--- src/rtl/fetch_unit_pkg.sv ---
// rtl/fetch_unit_pkg.sv - shared fetch state encoding, PC source codes and width defaults
package fetch_unit_pkg;

    localparam int FETCH_DATA_W = 16;
    localparam int FETCH_ADDR_W = 16;

    typedef enum logic [1:0] {
        FETCH_IDLE  = 2'd0,
        FETCH_REQ   = 2'd1,
        FETCH_HOLD  = 2'd2,
        FETCH_DRAIN = 2'd3
    } fetch_state_e;

    localparam logic PC_SRC_INC = 1'b0;
    localparam logic PC_SRC_BUS = 1'b1;

endpackage

--- src/rtl/fetch_unit.sv ---
// rtl/fetch_unit.sv - instruction fetch sequencer driving memory reads, IR handshake and PC controls
module fetch_unit
    import fetch_unit_pkg::*;
#(
    parameter int DATA_W = FETCH_DATA_W,
    parameter int ADDR_W = FETCH_ADDR_W
) (
    input  logic              clk,
    input  logic              rst,
    input  logic [ADDR_W-1:0] pc_in,
    output logic              pc_enable,
    output logic              pc_select,
    input  logic              flush,
    output logic              mem_req,
    output logic [ADDR_W-1:0] mem_addr,
    input  logic              mem_ack,
    input  logic [DATA_W-1:0] mem_rdata,
    output logic [DATA_W-1:0] ir_out,
    output logic              ir_valid,
    input  logic              ir_ready
);

    fetch_state_e      state_q, state_d;
    logic [ADDR_W-1:0] addr_q, addr_d;
    logic [DATA_W-1:0] ir_q, ir_d;
    logic              mem_req_q, ir_valid_q;

    assign mem_req   = mem_req_q;
    assign mem_addr  = addr_q;
    assign ir_out    = ir_q;
    assign ir_valid  = ir_valid_q;
    assign pc_enable = flush | ((state_q == FETCH_REQ) & mem_ack);
    assign pc_select = flush ? PC_SRC_BUS : PC_SRC_INC;

    always_comb begin
        state_d = state_q;
        addr_d  = addr_q;
        ir_d    = ir_q;
        unique case (state_q)
            FETCH_IDLE: begin
                if (!flush) begin
                    state_d = FETCH_REQ;
                    addr_d  = pc_in;
                end
            end
            FETCH_REQ: begin
                if (flush) begin
                    // An in-flight read cannot be cancelled; let it finish and drop the data.
                    state_d = mem_ack ? FETCH_IDLE : FETCH_DRAIN;
                end else if (mem_ack) begin
                    state_d = FETCH_HOLD;
                    ir_d    = mem_rdata;
                end
            end
            FETCH_HOLD: begin
                if (flush) begin
                    state_d = FETCH_IDLE;
                end else if (ir_ready) begin
                    state_d = FETCH_REQ;
                    addr_d  = pc_in;
                end
            end
            FETCH_DRAIN: begin
                if (mem_ack) begin
                    state_d = FETCH_IDLE;
                end
            end
            default: state_d = FETCH_IDLE;
        endcase
    end

    always_ff @(posedge clk) begin
        if (!rst) begin
            state_q    <= FETCH_IDLE;
            addr_q     <= '0;
            ir_q       <= '0;
            mem_req_q  <= 1'b0;
            ir_valid_q <= 1'b0;
        end else begin
            state_q    <= state_d;
            addr_q     <= addr_d;
            ir_q       <= ir_d;
            mem_req_q  <= (state_d == FETCH_REQ) || (state_d == FETCH_DRAIN);
            ir_valid_q <= (state_d == FETCH_HOLD);
        end
    end

endmodule

--- config.mk ---
export PLATFORM = sky130hd
export DESIGN_NAME = fetch_unit
export DESIGN_NICKNAME = d
export VERILOG_FILES = /design/src/rtl/fetch_unit_pkg.sv /design/src/rtl/fetch_unit.sv
export SDC_FILE = /design/constraint.sdc
export NUM_CORES = 1
export LEC_CHECK = 0
export CAP_MARGIN = 20
export CORE_MARGIN = 2
export CORE_UTILIZATION = 35
export CTS_CLUSTER_DIAMETER = 200
export DETAILED_ROUTE_END_ITERATION = 8
export DONT_BUFFER_PORTS = 1
export PLACE_DENSITY = 0.49
export SYNTH_ARGS = -nofsm -noshare
export SYNTH_HDL_FRONTEND = slang
export SYNTH_SLANG_ARGS = --single-unit
--- constraint.sdc ---
create_clock -name clk -period 1.6 [get_ports clk]
set_input_delay 0.24 -clock clk [delete_from_list [all_inputs] [get_ports clk]]
set_output_delay 0.24 -clock clk [all_outputs]
set_load 0.005 [all_outputs]
==> summary.md, run 1 <==
| Metric | Value |
|---|---|
| Comb pwr share | `under 10%` |
| Fmax | `roughly 0.71 GHz` |
| Adder-Cell Fraction of Synth Area | `0%` |
| Status | `complete, no violations` |
| Initial Util | `35.8%` |
| Cell Chain, Critical Path | `and2b_1 -> buf_12 -> or3b_1 -> a21oi_1` |
| Clock Root Buffer | `clkbuf_8` |
| Final worst slack | `approximately 180 ps` |
| Compound-Gate Fraction of Synth Area | `between 10% and 20%` |
| P per Cell Area | `about 1100 mW/mm²` |
| Crit-path slowest cell | `or3b_1` |
| FF/Latch Area | `721 µm²` |
| Area grow syn2layout | `7.18%` |
| DR DRC count | `0` |
| P_int | `between 1 and 1.5 mW` |
| YS warnings | `0` |
| Unrepaired setup endpoints after global routing | `no` |
| Peak VDD IR | `378 µV` |
| Area leader, netlist | `dfxtp_1` |
| CP startpoint kind | `flip-flop` |
| Cell count after synthesis | `~160` |
| Antenna viol nets, final | `0` |
| Cell count of the worst reg-to-reg path | `4` |
| Vias | `1090` |
| #FFs+latches synth | `36` |
| CTS sink cnt | `36` |
| Largest family of logic cells by synthesized area | `simple AND/OR/NAND/NOR gates` |
| Hold Path Stages | `1` |
| Net Switching | `between 0.3 and 0.4 mW` |
| Critical setup path kind | `reg -> reg` |
| Post-synthesis mux area share | `0%` |
| Worst Skew | `between 6 and 7 ps` |
| Clk network pwr share | `about a third` |
| Vias in the first global route | `between 900 and 1000` |
| Part of the Yosys area used for sequential elements | `51.1%` |
| Crit end category | `flip-flop` |
| GRT overflow | `0` |
| Die W | `67.5 µm` |
| Core ar. | `0.00394 mm²` |
| Worst slew pin tran | `597 ps` |
| GRT Resource Usage Total | `between 10 and 15%` |
| Power consumption | `~1.7 mW` |
| Worst skew pair latency | `~280 ps` |
| Cts hold-fix bufs | `0` |
| I/O pins | `73` |
| Simple-gate share of the synthesized area | `between 20% and 30%` |
| CTS tree | `done` |
| Initial antenna violation count | `1` |
| Syn Area/Cell | `between 8 and 9 µm²` |
| Port bufs | `0` |
| Synth area leaders | `dfxtp_1, a21oi_1, or3b_1, nand2_1, o21ai_0` |
| WL per Instance | `14.4 µm` |
| Min cycle time layout | `~1400 ps` |
| Final Setup Violations | `0` |
| Netlist cell types | `21` |
| Max-Cap Viols | `0` |
| 1st-iter DRT viols | `51` |
| Final RePlAce weighted congestion | `0.634` |
| Area occupied by multi-input gates | `approximately 610 µm²` |
| Syn Nets | `199` |
| Number of gates resized after cts | `0` |
| CTS Buf Count | `5` |
| Chip height | `67.5 µm` |
| Leak pwr | `about 0.51 nW` |
| Endpoint required time on the critical path | `roughly 1800 ps` |
| Clock Path Buffers | `2` |
| Part of the cycle the worst path needs | `88.6%` |
| Hold WC Path Type | `in -> reg` |
| Mapped cell area | `0.00141 mm²` |
| DR pass1 iterations | `4` |
| Synth Area in XOR/XNOR | `0%` |
| Setup TNS | `0 ps` |
| Largest net degree at the start of global routing | `34` |
| Fill count | `slightly above 400` |
| Post-DP HPWL | `approximately 2200 µm` |
| Layout cell share with drive strength beyond 1 | `~6.3%` |
| H-tree lvl count | `2` |
| Worst-path clk slew | `70 ps` |
| Sw frac | `23.2%` |
| Slew headroom | `about 60%` |
| WL final | `~3000 µm` |
| Seq pwr share | `between 50 and 60%` |
| Fin. max-slew vios | `0` |
| Via/cell ratio | `roughly 5.2` |
| Fin util | `between 30% and 40%` |
| Layout net count | `195` |
| First-pass GRT wire length | `around 4700 µm` |
| Pre-CTS WS | `207 ps` |
| Max stage delay on crit path | `roughly 370 ps` |
| Post-CTS Setup Inserts | `0` |
| Die area | `about 0.0046 mm²` |
| Largest fanout on the critical path | `22` |
| Synth top area share | `about 51%` |
| Worst EP arrival | `roughly 1600 ps` |
| # rows | `23` |
| Hold Vio Cnt, Final | `0` |
[synth_stat cells, drive strengths merged]
cell and number:
dfxtp 36, a21oi 34, nand2 33, o21ai 16, or3b 16, buf 7
clkbuf 7, nor2 2, or2 2, and2b 1, and4bb 1, clkinv 1
nand2b 1, nand4bb 1, nor4b 1, o2111a 1, o21bai 1, o31a 1
[per-layer routing]
layer / track usage [%] / vias to the layer above / routed length, µm / part of all wire, %
li1: - / 553 / - / -
met1: 15.6 / 483 / 1130 / 38
met2: 21.0 / 49 / 1380 / 46
met3: 8.50 / 5 / 446 / 15
met4: 6.89 / 0 / 40 / 1.3
met5: 0 / - / 0 / 0
[flip-flops by register name, indices dropped and copies added (netlist names)]
signal / cells
ir_out: 16
ir_valid: 1
mem_addr: 16
mem_req: 1
state_q: 2
[metrics by stage]
| step | hold WS, ps | std cells | area, µm² |
|---|---|---|---|
| 6_report | 86.8 | 209 | 1510 |
| 5_1_grt | 77.3 | 209 | 1510 |
| 4_1_cts | 76.0 | 208 | 1510 |
| 3_5_place_dp | 375 | 201 | 1430 |
| 3_3_place_gp | 370 | 201 | 1430 |
| 2_1_floorplan | 368 | 162 | 1410 |
[cell families (layout without fill, tap and decap cells)]
kind of cell / Yosys count / in the layout
AND/OR/NAND/NOR: 58 / 58
AO/OA/AOI/OAI: 53 / 53
flip-flops: 36 / 36
buffers and inverters: 15 / 11
other: 0 / 1
[worst max-delay path, delay by kind of cell (launching register included)]
kind	cells	cell delay (ps)
buf+inv	1	200
flops	1	350
simple gates	2	660
compound gates	1	130
[cells in the final DEF, fill, tap and decap left out]
cell / count
or2_1: 1
nor4b_1: 1
nand2_1: 33
and2b_1: 1
dfxtp_1: 36
or2_4: 1
nor2_1: 2
nand2b_1: 1
buf_12: 1
or3b_1: 16
o21ai_0: 16
o21bai_1: 1
buf_4: 2
clkinv_2: 1
nand4bb_1: 1
and4bb_1: 1
o2111a_1: 1
o31a_1: 1
clkbuf_8: 5
clkinv_1: 1
diode_2: 1
a21oi_1: 34
clkbuf_1: 1
[power by group through the flow]
stage                     clock (mW)  sequential [mW]  combinational [mW]
after global routing           0.670            0.973               0.132
after CTS                      0.621            0.968               0.116
final                          0.587            0.967               0.114
after floorplan                    0            0.978               0.107
after global placement             0            0.987               0.110
after detailed placement           0            0.989               0.116
[path summary, 6_finish.rpt]
check              from           end  slack (ps)
max          state_q[1]  mem_addr[10]         180
min                 rst    state_q[1]          90
max reg2reg  state_q[1]  mem_addr[10]         180
min reg2reg   ir_out[3]     ir_out[3]         470
[layout make-up]
| cell class | count | share of cell area (%) |
|---|---|---|
| clock buffer | 6 | 4.80 |
| clock inverter | 1 | 0.331 |
| inverter | 1 | 0.248 |
| tap | 50 | 4.14 |
| antenna | 1 | 0.165 |
| multi-input combinational | 111 | 40.4 |
| timing repair buffer | 3 | 2.32 |
| sequential | 36 | 47.6 |
Note: power is estimated with default switching activity, not from simulation.
==> inputs of run 2 (changes only) <==
CORE_MARGIN = not set   (was 2)
==> run 2 against run 1 <==
Non-clock buffer count rose by 1. Clock power rose by 46%. Cell count fell by 0.48%. Global-route usage rose by 0.69 points. Largest power group unchanged. Highest routed layer unchanged.
==> summary.md, run 2 (synthesis gave the netlist of run 1 again) <==
| Metric | Value |
|---|---|
| Fmax | `0.713 GHz (+1.1%)` |
| Largest fanout on the critical path | `18 (-18%)` |
| Worst EP arrival | `1610 ps (about the same)` |
| # rows | `22 (-4.3%)` |
| Final cell count without fillers | `208 (-0.48%)` |
| P per Cell Area | `1250 mW/mm² (+13%)` |
| Initial antenna violation count | `0 (-1)` |
| Layout cell share with drive strength beyond 1 | `8.75% (+2.4 points)` |
| Clock Root Buffer | `clkbuf_8` |
| Antenna cell count | `0 (-1)` |
| I/O pins | `73 (unchanged)` |
| Vias | `1081 (-0.83%)` |
| Cell count of the worst reg-to-reg path | `3 (-1)` |
| Min cycle time layout | `1400 ps (-15.6 ps)` |
| Fin. max-slew vios | `0 (unchanged)` |
| Most frequent cells in the layout | `dfxtp_1, a21oi_1, nand2_1` |
| Status | `complete, no violations` |
| H-tree lvl count | `2 (unchanged)` |
| Part of the cycle the worst path needs | `87.6% (-0.97 points)` |
| Worst Skew | `6.44 ps (+0.0377 ps)` |
| Unrepaired setup endpoints after global routing | `no` |
| Most common cell after layout, fill and taps aside | `dfxtp_1` |
| Crit end category | `flip-flop` |
| Net Switching | `0.401 mW (+3.8%)` |
| Post-DP HPWL | `2150 µm (-2.6%)` |
| Fin util | `41.2% (+2.8 points)` |
| Slew headroom | `58.2% (-2.0 points)` |
| Clk network pwr share | `44.1% (+8.9 points)` |
| DR pass1 iterations | `2 (-2)` |
| Endpoint required time on the critical path | `1800 ps (about the same)` |
| Initial Util | `37.4% (+1.6 points)` |
| Area grow syn2layout | `10.0%` |
| P_int | `1.54 mW (+20%)` |
| CTS tree | `done` |
| WL final | `2950 µm (-1.5%)` |
| Peak VDD IR | `563 µV (+49%)` |
| Hold Vio Cnt, Final | `0 (unchanged)` |
| Seq pwr share | `49.9% (-8.1 points)` |
| First-pass GRT wire length | `4660 µm (+0.30%)` |
| Leak pwr | `0.537 nW (+4.9%)` |
| Layout net count | `196 (+0.51%)` |
| WL per Instance | `14.2 µm (-1.1%)` |
| Clock Path Buffers | `2 (unchanged)` |
| Final Setup Violations | `0 (unchanged)` |
| Comb pwr share | `5.9% (-0.9 points)` |
| DR DRC count | `0 (unchanged)` |
| Via/cell ratio | `5.20 (-0.35%)` |
| Worst slew pin tran | `627 ps (+30.2 ps)` |
| Largest net degree at the start of global routing | `34 (unchanged)` |
| Hold WC Path Type | `in -> reg` |
| Post-CTS Setup Inserts | `0 (unchanged)` |
| Chip height | `65.5 µm (-3.0%)` |
| Worst-path clk slew | `70 ps (about the same)` |
| Worst skew pair latency | `290 ps (about the same)` |
| Final RePlAce weighted congestion | `0.692 (+9.2%)` |
| Hold Path Stages | `2 (+1)` |
| Core ar. | `0.00377 mm² (-4.3%)` |
| Sw frac | `20.7% (-2.5 points)` |
| Critical setup path kind | `reg -> reg` |
| Port bufs | `0 (unchanged)` |
| Cells after DPL | `200 (-0.50%)` |
| Setup TNS | `0 ps (unchanged)` |
| 1st-iter DRT viols | `18 (-65%)` |
| CTS Buf Count | `5 (unchanged)` |
| Die area | `0.00429 mm² (-5.8%)` |
| GRT overflow | `0 (unchanged)` |
| Die W | `65.5 µm (-3.0%)` |
| Antenna viol nets, final | `0 (unchanged)` |
| GRT Resource Usage Total | `14.7% (+0.69 points)` |
| Max-Cap Viols | `0 (unchanged)` |
| CTS sink cnt | `36 (unchanged)` |
| Vias in the first global route | `1034 (+4.3%)` |
| CP startpoint kind | `flip-flop` |
run 2: worst paths after layout:
path	startpoint	slack, ps	endpoint
worst max-delay path	state_q[0]	200	ir_out[8]
worst min-delay path	mem_rdata[4]	80	ir_out[4]
worst max register to register	state_q[0]	200	ir_out[8]
worst min register to register	ir_out[1]	480	ir_out[1]
run 2: final cells by class:
type / count / area (µm²)
flip-flops and latches: 36 / 721
well taps: 48 / 60.1
clock inverters: 1 / 30.0
fillers: 372 / 2220
clock buffers: 7 / 96.3
inverters: 1 / 3.75
multi-input cells: 111 / 612
repair buffers: 4 / 30.0
run 2: through the flow:
step,hold WS [ps],area [µm²],total power [mW],setup slack [ps]
3_3_place_gp,371,1430,1.10,149
4_1_cts,73.4,1550,1.96,75.6
6_report,79.5,1550,1.94,198
3_5_place_dp,379,1430,1.10,88.1
2_1_floorplan,368,1410,1.09,386
5_1_grt,68.5,1550,2.03,54.2
run 2: timing repair:
item / 4_1_cts / 5_1_grt
setup endpoints to repair: 0 / 5
resized for setup: 0 / 1
hold buffers: 0 / 0
run 2: power groups by stage:
stage               Clock, mW  Combinational (mW)  Sequential, mW
floorplan                   0               0.107           0.978
global placement            0               0.111           0.987
detailed placement          0               0.116           0.988
CTS                     0.879               0.116           0.967
global route            0.925               0.133           0.971
finish                  0.855               0.115           0.967
run 2: critical path, stage by stage (launching register included):
cell and delay [ps]:
dfxtp_1 410, and4bb_1 630, nand2_1 110, a21oi_1 180
run 2: routing by layer:
layer  wire [µm]  global-route usage [%]  vias to the layer above
met1        1150                    14.5                      483
met4          63                    7.34                        0
li1            -                       -                      547
met2        1430                    24.9                       43
met3         310                    7.81                        8
met5           0                       0                        -
==> inputs of run 3 (changes only) <==
SLEW_MARGIN = 20   (was not set)
==> results of run 3 <==
The final DEF is identical to that of run 2; final timing and power are the same.
